### src/rtl/code_entry_pkg.sv
// Shared encodings and defaults for the product-code entry controller.
package code_entry_pkg;

    typedef enum logic [1:0] {
        IDLE   = 2'd0,
        ENTRY  = 2'd1,
        LOCKED = 2'd2
    } fsm_state_t;

    // Machine-level state in which code entry is permitted.
    localparam logic [2:0]  ENTRY_STATE_DEFAULT = 3'd1;
    localparam int unsigned DIGIT_W_DEFAULT     = 4;
    localparam int unsigned RADIX_DEFAULT       = 10;

endpackage

### src/rtl/code_entry_ctrl_digit_counter.sv
// Single selection digit: modulo-RADIX counter, synchronous clear wins over enable.
module digit_counter #(
    parameter int unsigned DIGIT_W = 4,
    parameter int unsigned RADIX   = 10
) (
    input  logic               clk,
    input  logic               reset,
    input  logic               clr,
    input  logic               en,
    output logic [DIGIT_W-1:0] q
);

    localparam logic [DIGIT_W-1:0] LAST = DIGIT_W'(RADIX - 1);

    always_ff @(posedge clk) begin
        if (reset || clr) begin
            q <= '0;
        end else if (en) begin
            q <= (q == LAST) ? '0 : q + 1'b1;
        end
    end

endmodule

### src/rtl/code_entry_ctrl.sv
// Product-code entry controller: button edge detection, per-digit counters,
// and an IDLE/ENTRY/LOCKED FSM presenting the confirmed code under valid/ack.
module code_entry_ctrl
    import code_entry_pkg::*;
#(
    parameter int unsigned NUM_DIGITS  = 2,
    parameter int unsigned DIGIT_W     = DIGIT_W_DEFAULT,
    parameter int unsigned RADIX       = RADIX_DEFAULT,
    parameter int unsigned OUT_W       = 16,
    parameter logic [2:0]  ENTRY_STATE = ENTRY_STATE_DEFAULT
) (
    input  logic                  clk,
    input  logic                  reset,
    input  logic                  switch,
    input  logic [2:0]            state,
    input  logic [NUM_DIGITS-1:0] inc,
    input  logic                  clear,
    input  logic                  confirm,
    input  logic                  code_ack,
    output logic [OUT_W-1:0]      code_out,
    output logic                  code_valid,
    output logic                  entry_active
);

    fsm_state_t            fsm;
    logic [NUM_DIGITS-1:0] inc_q;
    logic                  clear_q;
    logic                  confirm_q;
    logic [NUM_DIGITS-1:0] inc_p;
    logic                  clear_p;
    logic                  confirm_p;
    logic                  entry_en;
    logic                  any_nonzero;
    logic                  accept;
    logic                  digit_clr;
    logic [NUM_DIGITS-1:0] digit_en;
    logic [DIGIT_W-1:0]    digit [NUM_DIGITS];

    // Loading current levels even during reset means a held button never pulses.
    always_ff @(posedge clk) begin
        inc_q     <= inc;
        clear_q   <= clear;
        confirm_q <= confirm;
    end

    assign inc_p     = inc & ~inc_q;
    assign clear_p   = clear & ~clear_q;
    assign confirm_p = confirm & ~confirm_q;
    assign entry_en  = switch && (state == ENTRY_STATE);

    always_comb begin
        any_nonzero = 1'b0;
        for (int unsigned i = 0; i < NUM_DIGITS; i++) begin
            any_nonzero = any_nonzero | (digit[i] != '0);
        end
    end

    assign accept = confirm_p && any_nonzero;

    // Priority in ENTRY: leaving entry > clear > accepted confirm > increments.
    always_comb begin
        digit_clr = 1'b0;
        digit_en  = '0;
        case (fsm)
            IDLE:   digit_clr = 1'b1;
            ENTRY: begin
                if (!entry_en || clear_p) begin
                    digit_clr = 1'b1;
                end else if (!accept) begin
                    digit_en = inc_p;
                end
            end
            LOCKED: digit_clr = code_ack;
            default: digit_clr = 1'b1;
        endcase
    end

    for (genvar g = 0; g < NUM_DIGITS; g++) begin : g_digit
        digit_counter #(
            .DIGIT_W(DIGIT_W),
            .RADIX  (RADIX)
        ) u_digit (
            .clk  (clk),
            .reset(reset),
            .clr  (digit_clr),
            .en   (digit_en[g]),
            .q    (digit[g])
        );
    end

    always_ff @(posedge clk) begin
        if (reset) begin
            fsm          <= IDLE;
            code_valid   <= 1'b0;
            entry_active <= 1'b0;
        end else begin
            case (fsm)
                IDLE: begin
                    if (entry_en) begin
                        fsm          <= ENTRY;
                        entry_active <= 1'b1;
                    end
                end
                ENTRY: begin
                    if (!entry_en) begin
                        fsm          <= IDLE;
                        entry_active <= 1'b0;
                    end else if (!clear_p && accept) begin
                        fsm          <= LOCKED;
                        entry_active <= 1'b0;
                        code_valid   <= 1'b1;
                    end
                end
                LOCKED: begin
                    if (code_ack) begin
                        fsm        <= IDLE;
                        code_valid <= 1'b0;
                    end
                end
                default: begin
                    fsm          <= IDLE;
                    code_valid   <= 1'b0;
                    entry_active <= 1'b0;
                end
            endcase
        end
    end

    always_comb begin
        code_out = '0;
        for (int unsigned i = 0; i < NUM_DIGITS; i++) begin
            code_out[DIGIT_W*i +: DIGIT_W] = digit[i];
        end
    end

endmodule

### config.mk
export PLATFORM = sky130hd
export DESIGN_NAME = code_entry_ctrl
export DESIGN_NICKNAME = d
export VERILOG_FILES = /design/src/rtl/code_entry_pkg.sv /design/src/rtl/code_entry_ctrl_digit_counter.sv /design/src/rtl/code_entry_ctrl.sv
export SDC_FILE = /design/constraint.sdc
export NUM_CORES = 1
export LEC_CHECK = 0
export ABC_AREA = 1
export CORE_AREA = 2 2 78 50
export CTS_BUF_LIST = sky130_fd_sc_hd__clkbuf_16
export DETAILED_ROUTE_END_ITERATION = 8
export DIE_AREA = 0 0 80 52
export HOLD_SLACK_MARGIN = 0.06
export PLACE_DENSITY = 0.63
export RECOVER_POWER = 25
export SKIP_CTS_REPAIR_TIMING = 1
export SYNTH_ARGS = -nofsm -noshare
export SYNTH_HDL_FRONTEND = slang
export SYNTH_HIERARCHICAL = 1
export SYNTH_SLANG_ARGS = --single-unit
### constraint.sdc
create_clock -name clk -period 2 [get_ports clk]
set_input_delay 0.5 -clock clk [delete_from_list [all_inputs] [get_ports clk]]
set_output_delay 0.5 -clock clk [all_outputs]
set_load 0.02 [all_outputs]
==> flow_metrics.env, run 1 <==
export IMPL_syn_inst=142
export IMPL_synth_area_um2=996
export IMPL_hold_path_depth=2
export IMPL_syn_to_final_growth_pct=35.3
export IMPL_drc=0
export IMPL_synth_xor_area_share_pct=0
export IMPL_die_h_um=52
export IMPL_fin_ws_ps=160
export IMPL_seq_area_frac_synth_pct=32.2
export IMPL_dr_pass1_iters=4
export IMPL_fp_dieArea_um2=4160
export IMPL_power_leakage_nw=0.546
export IMPL_wl_met1_mm=1.19
export IMPL_totalWireLength_mm=2.06
export IMPL_clock_latency_ps=240
export IMPL_path_max_fanout=6
export IMPL_syn_area_per_cell_um2=7.01
export IMPL_ant_nets=0
export IMPL_fillCellCount=378
export IMPL_viasPerCell=4.01
export IMPL_worst_endpoint_required_ps=2180
export IMPL_critPathKind="in -> reg"
export IMPL_rr_worst_depth=12
export IMPL_critPathLaunchType="input pin"
export IMPL_clk_pin_slew_worst_paths_ps=50
export IMPL_via_count=871
export IMPL_die_w_um=80
export IMPL_r2r_slack_ps=330
export IMPL_fin_total_pwr_mw=1.10
export IMPL_fin_util_pct=38.6
export IMPL_synthMuxAreaShare_pct=0
export IMPL_placed_cells=214
export IMPL_irDropWorstVdd_uv=385
export IMPL_antenna_found_initial=0
export IMPL_clockBufferDepth=2
export IMPL_post_place_ws_ps=-107
export IMPL_routedWlPerCell_um=9.47
export IMPL_cts_sinks=16
export IMPL_status="finished clean"
export IMPL_grt_usage_pct=10.7
export IMPL_rsz0062_at_grt="false"
export IMPL_cts_root_buf="clkbuf_16"
export IMPL_core_area_um2=3490
export IMPL_grt_pass1_wl_mm=3.41
export IMPL_placementRows=17
export IMPL_cts_inserted_buffers=3
export IMPL_io_pins=29
export IMPL_dp_hpwl_mm=1.67
export IMPL_r2r_start="g_digit[0].u_digit/q[1]$_SDFFE_PP0P_"
export IMPL_rr_endpoint="g_digit[0].u_digit/q[3]$_SDFFE_PP0P_"
export IMPL_cp_data_arrival_time_ps=2020
export IMPL_critPathCapture="g_digit[0].u_digit/q[3]$_SDFFE_PP0P_"
export IMPL_hold_violations=0
export IMPL_fin_tns_setup_ps=0
export IMPL_fin_cells=217
export IMPL_grt_overflow=0
export IMPL_slew_violations=0
export IMPL_portBuffers=20
export IMPL_maxCapViolCount=0
export IMPL_final_area_um2=1350
export IMPL_yosys_area_share_simple_pct=37.9
export IMPL_gp_congestion=0.833
export IMPL_nets=186
export IMPL_fin_skew_ps=1.62
export IMPL_power_per_cell_area_nw_per_um2=814
export IMPL_start_util_pct=28.6
export IMPL_cts_tree="yes"
export IMPL_drt_iter0_markers=55
export IMPL_synth_fa_ha_area_share_pct=3.77
export IMPL_max_freq_ghz=0.543
export IMPL_synth_compound_area_share_pct=7.66
export IMPL_synth_top_family_by_area="simple AND/OR/NAND/NOR gates"
export IMPL_grt_max_degree=9
export IMPL_diodes=0
export IMPL_drive_gt1_share_pct=20.6
export IMPL_whs_ps=479
export IMPL_startpoint="switch"
export IMPL_met2_length_um=722
export IMPL_placed_cell_area_um2=1270
export IMPL_ys_seq_elements=16
export IMPL_grt_pass1_vias=758
export IMPL_hp_class="reg -> reg"
export IMPL_routed_top_layer="met4"
export IMPL_fin_crit_ps=1840
export IMPL_cts_max_level=1
export IMPL_period_share_pct=92.0
export IMPL_setup_viol=0
export IMPL_yosysWarnings=6
export IMPL_end_kind="register"
export IMPL_dr_wl_met3_um=130
export IMPL_ys_types=23
==> report_power, final <==
| part | internal, mW | switching [mW] | total (mW) |
|---|---|---|---|
| Sequential | 0.345 | 0.0104 | 0.355 |
| Clock | 0.262 | 0.118 | 0.380 |
| Combinational | 0.136 | 0.226 | 0.362 |
| Total | 0.743 | 0.354 | 1.10 |
==> worst max-delay path: stages <==
cell	delay (ps)
clkdlybuf4s50_1	500
nand3_2	90
nand3b_1	210
nor3_2	210
buf_4	170
nand4_1	110
nand2_1	100
nand2_1	50
nor2_1	90
==> area by class of cell <==
type                       count  area, µm²  share of cell area (%)
inverter                      32        120                    8.91
clock buffer                   3       75.1                    5.57
tap                           47       58.8                    4.36
multi-input combinational     93        523                    38.8
timing repair buffer          26        250                    18.6
sequential                    16        320                    23.8
==> synth_stat cells (all sizes together) <==
master / n / area (µm²)
inv: 32 / 120
nand3b: 1 / 7.51
nor2: 19 / 98.9
nor3: 1 / 10.0
nor4: 1 / 12.5
a21oi: 6 / 33.8
o21ai: 7 / 35.0
ha: 3 / 37.5
nand2: 28 / 133
o211ai: 1 / 7.51
dfxtp: 16 / 320
nand3: 13 / 85.1
conb: 1 / 3.75
nand4: 5 / 31.3
buf: 8 / 60.1
==> layout by cell type (no fill, tap or decap), drive strengths merged <==
cell type / count
conb: 8
a21oi: 6
nand2: 28
nand3: 13
o21ai: 7
nor2: 19
nor3: 1
dfxtp: 16
ha: 3
buf: 6
clkdlybuf4s50: 15
dlygate4sd3: 3
nand4: 5
clkbuf: 3
inv: 32
nand3b: 1
nor4: 1
dlymetal6s2s: 2
o211ai: 1
==> metal layers <==
| metal | track usage [%] | vias up |
|---|---|---|
| met1 | 17.0 | 371 |
| met5 | 0 | - |
| li1 | - | 479 |
| met4 | 1.69 | 0 |
| met3 | 4.34 | 2 |
| met2 | 12.9 | 19 |
==> worst min path at each step <==
stage	slack [ps]	from	end
4_1_cts	490	code_valid$_SDFFE_PP0P_	code_valid$_SDFFE_PP0P_
2_1_floorplan	490	fsm[0]$_SDFFE_PP0P_	fsm[0]$_SDFFE_PP0P_
6_report	480	code_valid$_SDFFE_PP0P_	code_valid$_SDFFE_PP0P_
3_5_place_dp	470	code_valid$_SDFFE_PP0P_	code_valid$_SDFFE_PP0P_
5_1_grt	540	code_valid$_SDFFE_PP0P_	code_valid$_SDFFE_PP0P_
3_3_place_gp	460	code_valid$_SDFFE_PP0P_	code_valid$_SDFFE_PP0P_
==> state kept, by name (all words and copies together) (netlist names) <==
name,flops
g_digit.u_digit/q,8
fsm,2
inc_q,2
clear_q,1
code_valid,1
confirm_q,1
entry_active,1
==> cells by family after synthesis <==
group / count (synthesis)
simple gates: 68
buf+inv: 40
flops: 16
compound gates: 14
fa+ha+maj: 3
other cells: 1
No activity file was read; power rests on OpenSTA's default activity.
==> inputs of run 2 (changes only) <==
--- a/config.mk
+++ b/config.mk
@@ -8,8 +8,8 @@
 export ABC_AREA = 1
-export CORE_AREA = 2 2 78 50
+export CORE_AREA = 2 2 75 48
 export CTS_BUF_LIST = sky130_fd_sc_hd__clkbuf_16
 export DETAILED_ROUTE_END_ITERATION = 8
-export DIE_AREA = 0 0 80 52
+export DIE_AREA = 0 0 77 50
 export HOLD_SLACK_MARGIN = 0.06
-export PLACE_DENSITY = 0.63
+export PLACE_DENSITY = 0.66
 export RECOVER_POWER = 25
@@ -18,3 +18,2 @@
 export SYNTH_HDL_FRONTEND = slang
-export SYNTH_HIERARCHICAL = 1
 export SYNTH_SLANG_ARGS = --single-unit
==> constraint.sdc (replaced) <==
create_clock -name clk -period 1.58 [get_ports clk]
set_input_delay 0.395 -clock clk [delete_from_list [all_inputs] [get_ports clk]]
set_output_delay 0.395 -clock clk [all_outputs]
set_load 0.1 [all_outputs]
==> run 2 against run 1 <==
Clock-buffer cell count is the same. Critical path depth shrank 1. Highest routed layer unchanged. Largest cell class unchanged. Via count grew 2.0%.
==> flow_metrics.env, run 2 <==
export IMPL_ys_seq_elements=16
export IMPL_slowest_stage="clkdlybuf4s50_1"
export IMPL_power_per_cell_area_nw_per_um2=1010
export IMPL_dr_pass1_iters=4
export IMPL_setup_viol=0
export IMPL_start_util_pct=29.0
export IMPL_drive_gt1_share_pct=30.1
export IMPL_r2r_slack_ps=180
export IMPL_die_w_um=77
export IMPL_rr_endpoint="g_digit[0].u_digit.q[3]$_SDFFE_PP0P_"
export IMPL_synth_most_common_cell="nand2_1"
export IMPL_cp_data_arrival_time_ps=1640
export IMPL_diodes=0
export IMPL_placed_cell_area_um2=1300
export IMPL_clk_pin_slew_worst_paths_ps=50
export IMPL_path_depth=8
export IMPL_drt_iter0_markers=49
export IMPL_hp_class="reg -> reg"
export IMPL_r2r_start="fsm[1]$_SDFFE_PP0P_"
export IMPL_cp_common_cell="nand2_1"
export IMPL_synth_flop_cell="dfxtp_1"
export IMPL_fin_skew_ps=1.12
export IMPL_switching_share_pct=35.9
export IMPL_fin_cells=208
export IMPL_synth_top_area_cell="dfxtp_1"
export IMPL_hold_path_depth=2
export IMPL_hold_violations=0
export IMPL_power_leakage_nw=0.585
export IMPL_intPower_uw=908
export IMPL_drc=0
export IMPL_hold_start="g_digit[0].u_digit.q[2]$_SDFFE_PP0P_"
export IMPL_gp_congestion=0.842
export IMPL_final_common_cell="nand2_1"
export IMPL_path_buf_inv=2
export IMPL_portBuffers=20
export IMPL_die_h_um=50
export IMPL_antenna_found_initial=0
export IMPL_cts_inserted_buffers=3
export IMPL_grt_pass1_vias=724
export IMPL_final_area_um2=1400
export IMPL_via_count=888
export IMPL_cts_max_level=1
export IMPL_grt_usage_pct=10.9
export IMPL_synth_area_um2=916
export IMPL_cts_root_buf="clkbuf_16"
export IMPL_synth_top_cells_by_area="dfxtp_1, nand2_1, nand3_1"
export IMPL_fillCellCount=332
export IMPL_clock_latency_ps=250
export IMPL_power_frac_seq_pct=31.7
export IMPL_cp_cell_sequence="clkdlybuf4s50_1 -> nand2_1 -> nand4_1 -> buf_6 -> a21oi_4 -> nand2_2 -> nand2_1 -> a21oi_1"
export IMPL_combPwrFrac_pct=33.5
export IMPL_maxCapViolCount=0
export IMPL_end_kind="register"
export IMPL_totalWireLength_mm=2.08
export IMPL_nets=178
export IMPL_rr_worst_depth=7
export IMPL_largest_reg_flops=8
export IMPL_core_area_um2=3160
export IMPL_yosysWarnings=0
export IMPL_worst_endpoint_required_ps=1710
export IMPL_dp_hpwl_mm=1.50
export IMPL_io_pins=29
export IMPL_irDropWorstVdd_uv=413
export IMPL_final_cell_mix="nand2_1, inv_1, nand3_1"
export IMPL_cts_tree="yes"
export IMPL_min_to="g_digit[0].u_digit.q[2]$_SDFFE_PP0P_"
export IMPL_critPathKind="in -> reg"
export IMPL_ant_nets=0
export IMPL_period_share_pct=95.0
export IMPL_grt_overflow=0
export IMPL_tightest_slew_ps=543
export IMPL_seq_area_frac_synth_pct=35.0
export IMPL_max_freq_ghz=0.666
export IMPL_slew_violations=0
export IMPL_slew_headroom_pct=64.0
export IMPL_fp_dieArea_um2=3850
export IMPL_placementRows=16
export IMPL_ys_types=19
export IMPL_syn_to_final_growth_pct=53.1
export IMPL_fin_crit_ps=1500
export IMPL_placed_cells=202
export IMPL_clkPwrFrac_pct=34.8
export IMPL_synth_commonest_cells="nand2_1, dfxtp_1, inv_1"
export IMPL_grt_pass1_wl_mm=3.26
export IMPL_clockBufferDepth=2
export IMPL_reg_top3="g_digit.u_digit.q x8, fsm x2, inc_q x2"
export IMPL_cp_top_family="buffers and inverters"
export IMPL_status="finished clean"
export IMPL_max_stage_delay_ps=420
export IMPL_synth_top_area_share_pct=35.0
export IMPL_grt_max_degree=11
export IMPL_p_switching_uw=509
export IMPL_routedWlPerCell_um=10.0
export IMPL_cts_sinks=16
export IMPL_syn_area_per_cell_um2=6.99
export IMPL_critPathLaunchType="input pin"
export IMPL_rsz0062_at_grt="false"
export IMPL_regMostFlops="g_digit.u_digit.q"
export IMPL_path_max_fanout=5
export IMPL_synth_edf_count=0
export IMPL_viasPerCell=4.27
export IMPL_syn_inst=131
export IMPL_ys_async_sr_fraction_pct=0
[run 2: cell type report]
cell class              instances  area [µm²]  area share [%]
repair buffers                 28         339            24.2
clock buffers                   3        75.1            5.35
inverters                      20        75.1            5.35
clock inverters                 1        3.75           0.268
flip-flops and latches         16         330            23.6
multi-input cells              95         523            37.3
well taps                      45        56.3            4.01
[run 2: logic make-up (layout without fill, tap and decap cells)]
logic type | after synthesis | count (layout) | synth area share [%]
adder cells (fa/ha/maj) | 3 | 3 | 4.10
other | 1 | 8 | 0.409
AO/OA/AOI/OAI | 18 | 19 | 11.5
AND/OR/NAND/NOR | 63 | 63 | 32.4
XOR/XNOR | 2 | 2 | 1.91
flip-flops | 16 | 16 | 35.0
buffers and inverters | 28 | 52 | 14.8
[run 2: per-layer routing]
metal  up-vias  part of all wire, %  wire, µm  track usage [%]
met5         -                    0         0                0
met4         0                  1.0        21             4.46
met3         4                  6.7       139             5.31
met2        30                   37       762             12.7
met1       380                   56      1160             16.2
li1        474                    -         -                -
[run 2: stage by stage]
stage / power [mW] / util, % / setup slack (ps) / hold WS (ps) / setup TNS, ps
2_1_floorplan: 0.823 / - / 42.1 / 423 / 0
3_3_place_gp: 0.954 / 41.1 / -261 / 496 / -2360
3_5_place_dp: 0.957 / 41.1 / -301 / 501 / -2790
4_1_cts: 1.46 / 43.6 / -30.1 / 510 / -173
5_1_grt: 1.49 / 44.3 / 10.2 / 521 / 0
6_report: 1.42 / 44.3 / 78.8 / 495 / 0
[run 2: worst reg2reg max path, stage by stage (launching register included)]
cell     delay (ps)
dfxtp_1         300
inv_1            90
ha_1            190
inv_1           100
nor3b_2         320
nand2_2         130
nand2_1          90
a21oi_2          50
[run 2: power by group through the flow]
stage                     registers [mW]  logic [mW]  clock network (mW)
after floorplan                    0.523       0.300                   0
after global routing               0.451       0.515               0.525
final                              0.449       0.475               0.493
after global placement             0.462       0.492                   0
after CTS                          0.454       0.496               0.512
after detailed placement           0.462       0.495                   0
[run 2: worst max-delay path by stage]
stage,from,to,slack (ps)
3_3_place_gp,state[0],g_digit[0].u_digit.q[2]$_SDFFE_PP0P_,-260
2_1_floorplan,g_digit[1].u_digit.q[1]$_SDFFE_PP0P_,fsm[1]$_SDFFE_PP0P_,40
4_1_cts,state[0],g_digit[1].u_digit.q[2]$_SDFFE_PP0P_,-30
3_5_place_dp,state[0],g_digit[1].u_digit.q[2]$_SDFFE_PP0P_,-300
6_report,clear,g_digit[1].u_digit.q[2]$_SDFFE_PP0P_,80
5_1_grt,clear,g_digit[1].u_digit.q[2]$_SDFFE_PP0P_,10
==> inputs of run 3 (changes only) <==
==> constraint.sdc (replaced) <==
create_clock -name clk -period 1.58 [get_ports clk]
set_input_delay 0.316 -clock clk [delete_from_list [all_inputs] [get_ports clk]]
set_output_delay 0.316 -clock clk [all_outputs]
set_load 0.1 [all_outputs]
==> run 3 against run 2 <==
Maximum frequency grew 0.37%. Non-clock buffer count is 2 lower. Setup slack better by 5.5 ps. Worst hold slack worse by 140 ps. Clock skew up 1.3 ps. Largest cell class unchanged. Largest power group is now combinational cells.
==> flow_metrics.env, run 3 (synthesis gave the netlist of run 2 again) <==
export IMPL_whs_ps=354
export IMPL_start_util_pct=29.0
export IMPL_power_leakage_nw=0.594
export IMPL_irDropWorstVdd_uv=512
export IMPL_cts_sinks=16
export IMPL_portBuffers=20
export IMPL_grt_pass1_wl_mm=3.19
export IMPL_final_area_um2=1420
export IMPL_antenna_found_initial=0
export IMPL_fin_util_pct=44.8
export IMPL_final_common_cell="nand2_1"
export IMPL_setup_viol=0
export IMPL_ant_nets=0
export IMPL_drc=0
export IMPL_critPathKind="in -> reg"
export IMPL_reg_top3="g_digit.u_digit.q x8, fsm x2, inc_q x2"
export IMPL_dp_hpwl_mm=1.59
export IMPL_fin_ws_ps=84.3
export IMPL_grt_max_degree=11
export IMPL_io_pins=29
export IMPL_cts_inserted_buffers=3
export IMPL_placementRows=16
export IMPL_placed_cell_area_um2=1290
export IMPL_grt_overflow=0
export IMPL_slew_violations=0
export IMPL_hp_class="in -> reg"
export IMPL_critPathLaunchType="input pin"
export IMPL_path_max_fanout=5
export IMPL_totalWireLength_mm=2.22
export IMPL_tightest_slew_ps=540
export IMPL_maxCapViolCount=0
export IMPL_hold_violations=0
export IMPL_status="finished clean"
export IMPL_grt_pass1_vias=735
export IMPL_clockBufferDepth=2
export IMPL_viasPerCell=4.30
export IMPL_syn_to_final_growth_pct=54.8
export IMPL_cp_data_arrival_time_ps=1630
export IMPL_r2r_start="fsm[1]$_SDFFE_PP0P_"
export IMPL_die_w_um=77
export IMPL_fp_dieArea_um2=3850
export IMPL_min_to="clear_q$_DFF_P_"
export IMPL_fin_crit_ps=1500
export IMPL_die_h_um=50
export IMPL_power_per_cell_area_nw_per_um2=1020
export IMPL_drive_gt1_share_pct=33.5
export IMPL_dr_pass1_iters=4
export IMPL_final_cell_mix="nand2_1, inv_1, nand3_1"
export IMPL_clock_latency_ps=250
export IMPL_fin_skew_ps=2.39
export IMPL_fin_total_pwr_mw=1.45
export IMPL_r2r_slack_ps=130
export IMPL_routedWlPerCell_um=10.8
export IMPL_cts_root_buf="clkbuf_16"
export IMPL_post_place_ws_ps=-188
export IMPL_drt_iter0_markers=33
export IMPL_rr_worst_depth=6
export IMPL_cts_max_level=1
export IMPL_period_share_pct=94.7
export IMPL_largest_reg_flops=8
export IMPL_hold_start="clear"
export IMPL_rr_endpoint="g_digit[0].u_digit.q[2]$_SDFFE_PP0P_"
export IMPL_clk_pin_slew_worst_paths_ps=50
export IMPL_diodes=0
export IMPL_grt_usage_pct=10.9
export IMPL_nets=176
export IMPL_core_area_um2=3160
export IMPL_end_kind="register"
export IMPL_via_count=886
export IMPL_hold_path_depth=1
export IMPL_slew_headroom_pct=64.1
export IMPL_regMostFlops="g_digit.u_digit.q"
export IMPL_worst_endpoint_required_ps=1720
export IMPL_cts_tree="yes"
export IMPL_gp_congestion=0.793
export IMPL_max_freq_ghz=0.669
[run 3: routing by layer]
| metal | track usage [%] | vias up | routed length, µm |
|---|---|---|---|
| met2 | 14.0 | 21 | 905 |
| met3 | 5.68 | 4 | 142 |
| met4 | 2.68 | 0 | 17 |
| met5 | 0 | - | 0 |
| li1 | - | 464 | - |
| met1 | 15.5 | 397 | 1150 |
[run 3: power breakdown]
| group | internal (mW) | total, mW | leakage [nW] | switching (mW) |
|---|---|---|---|---|
| Clock | 0.336 | 0.495 | 0.0385 | 0.159 |
| Sequential | 0.436 | 0.450 | 0.135 | 0.0137 |
| Combinational | 0.146 | 0.507 | 0.421 | 0.361 |
| Total | 0.918 | 1.45 | 0.594 | 0.534 |
[run 3: critical path: stages]
cell,delay (ps)
clkdlybuf4s50_1,480
nand4_1,250
a21oi_4,310
nand2_2,140
nand2_1,90
a21oi_1,60
[run 3: per-stage QoR]
| step | setup TNS (ps) | std cells |
|---|---|---|
| after floorplan | 0 | 138 |
| after global placement | -1440 | 201 |
| after detailed placement | -1500 | 201 |
| after CTS | 0 | 205 |
| after global routing | -10.8 | 206 |
| final | 0 | 206 |
[run 3: worst max path at each step]
| stage | from | endpoint | slack (ps) | cells past startpoint |
|---|---|---|---|---|
| final | switch | g_digit[1].u_digit.q[3]$_SDFFE_PP0P_ | 80 | 6 |
| after global routing | fsm[1]$_SDFFE_PP0P_ | g_digit[0].u_digit.q[2]$_SDFFE_PP0P_ | -10 | 6 |
| after CTS | state[0] | g_digit[0].u_digit.q[3]$_SDFFE_PP0P_ | 70 | 8 |
| after detailed placement | state[0] | g_digit[0].u_digit.q[3]$_SDFFE_PP0P_ | -190 | 8 |
| after global placement | state[0] | g_digit[0].u_digit.q[2]$_SDFFE_PP0P_ | -180 | 8 |
| after floorplan | g_digit[1].u_digit.q[1]$_SDFFE_PP0P_ | fsm[1]$_SDFFE_PP0P_ | 40 | 9 |
[run 3: final cells by class]
| cell class | count | area, µm² |
|---|---|---|
| fill | 347 | 1750 |
| clock buffer | 3 | 75.1 |
| tap | 45 | 56.3 |
| inverter | 20 | 75.1 |
| multi-input combinational | 95 | 553 |
| timing repair buffer | 26 | 324 |
| clock inverter | 1 | 3.75 |
| sequential | 16 | 330 |
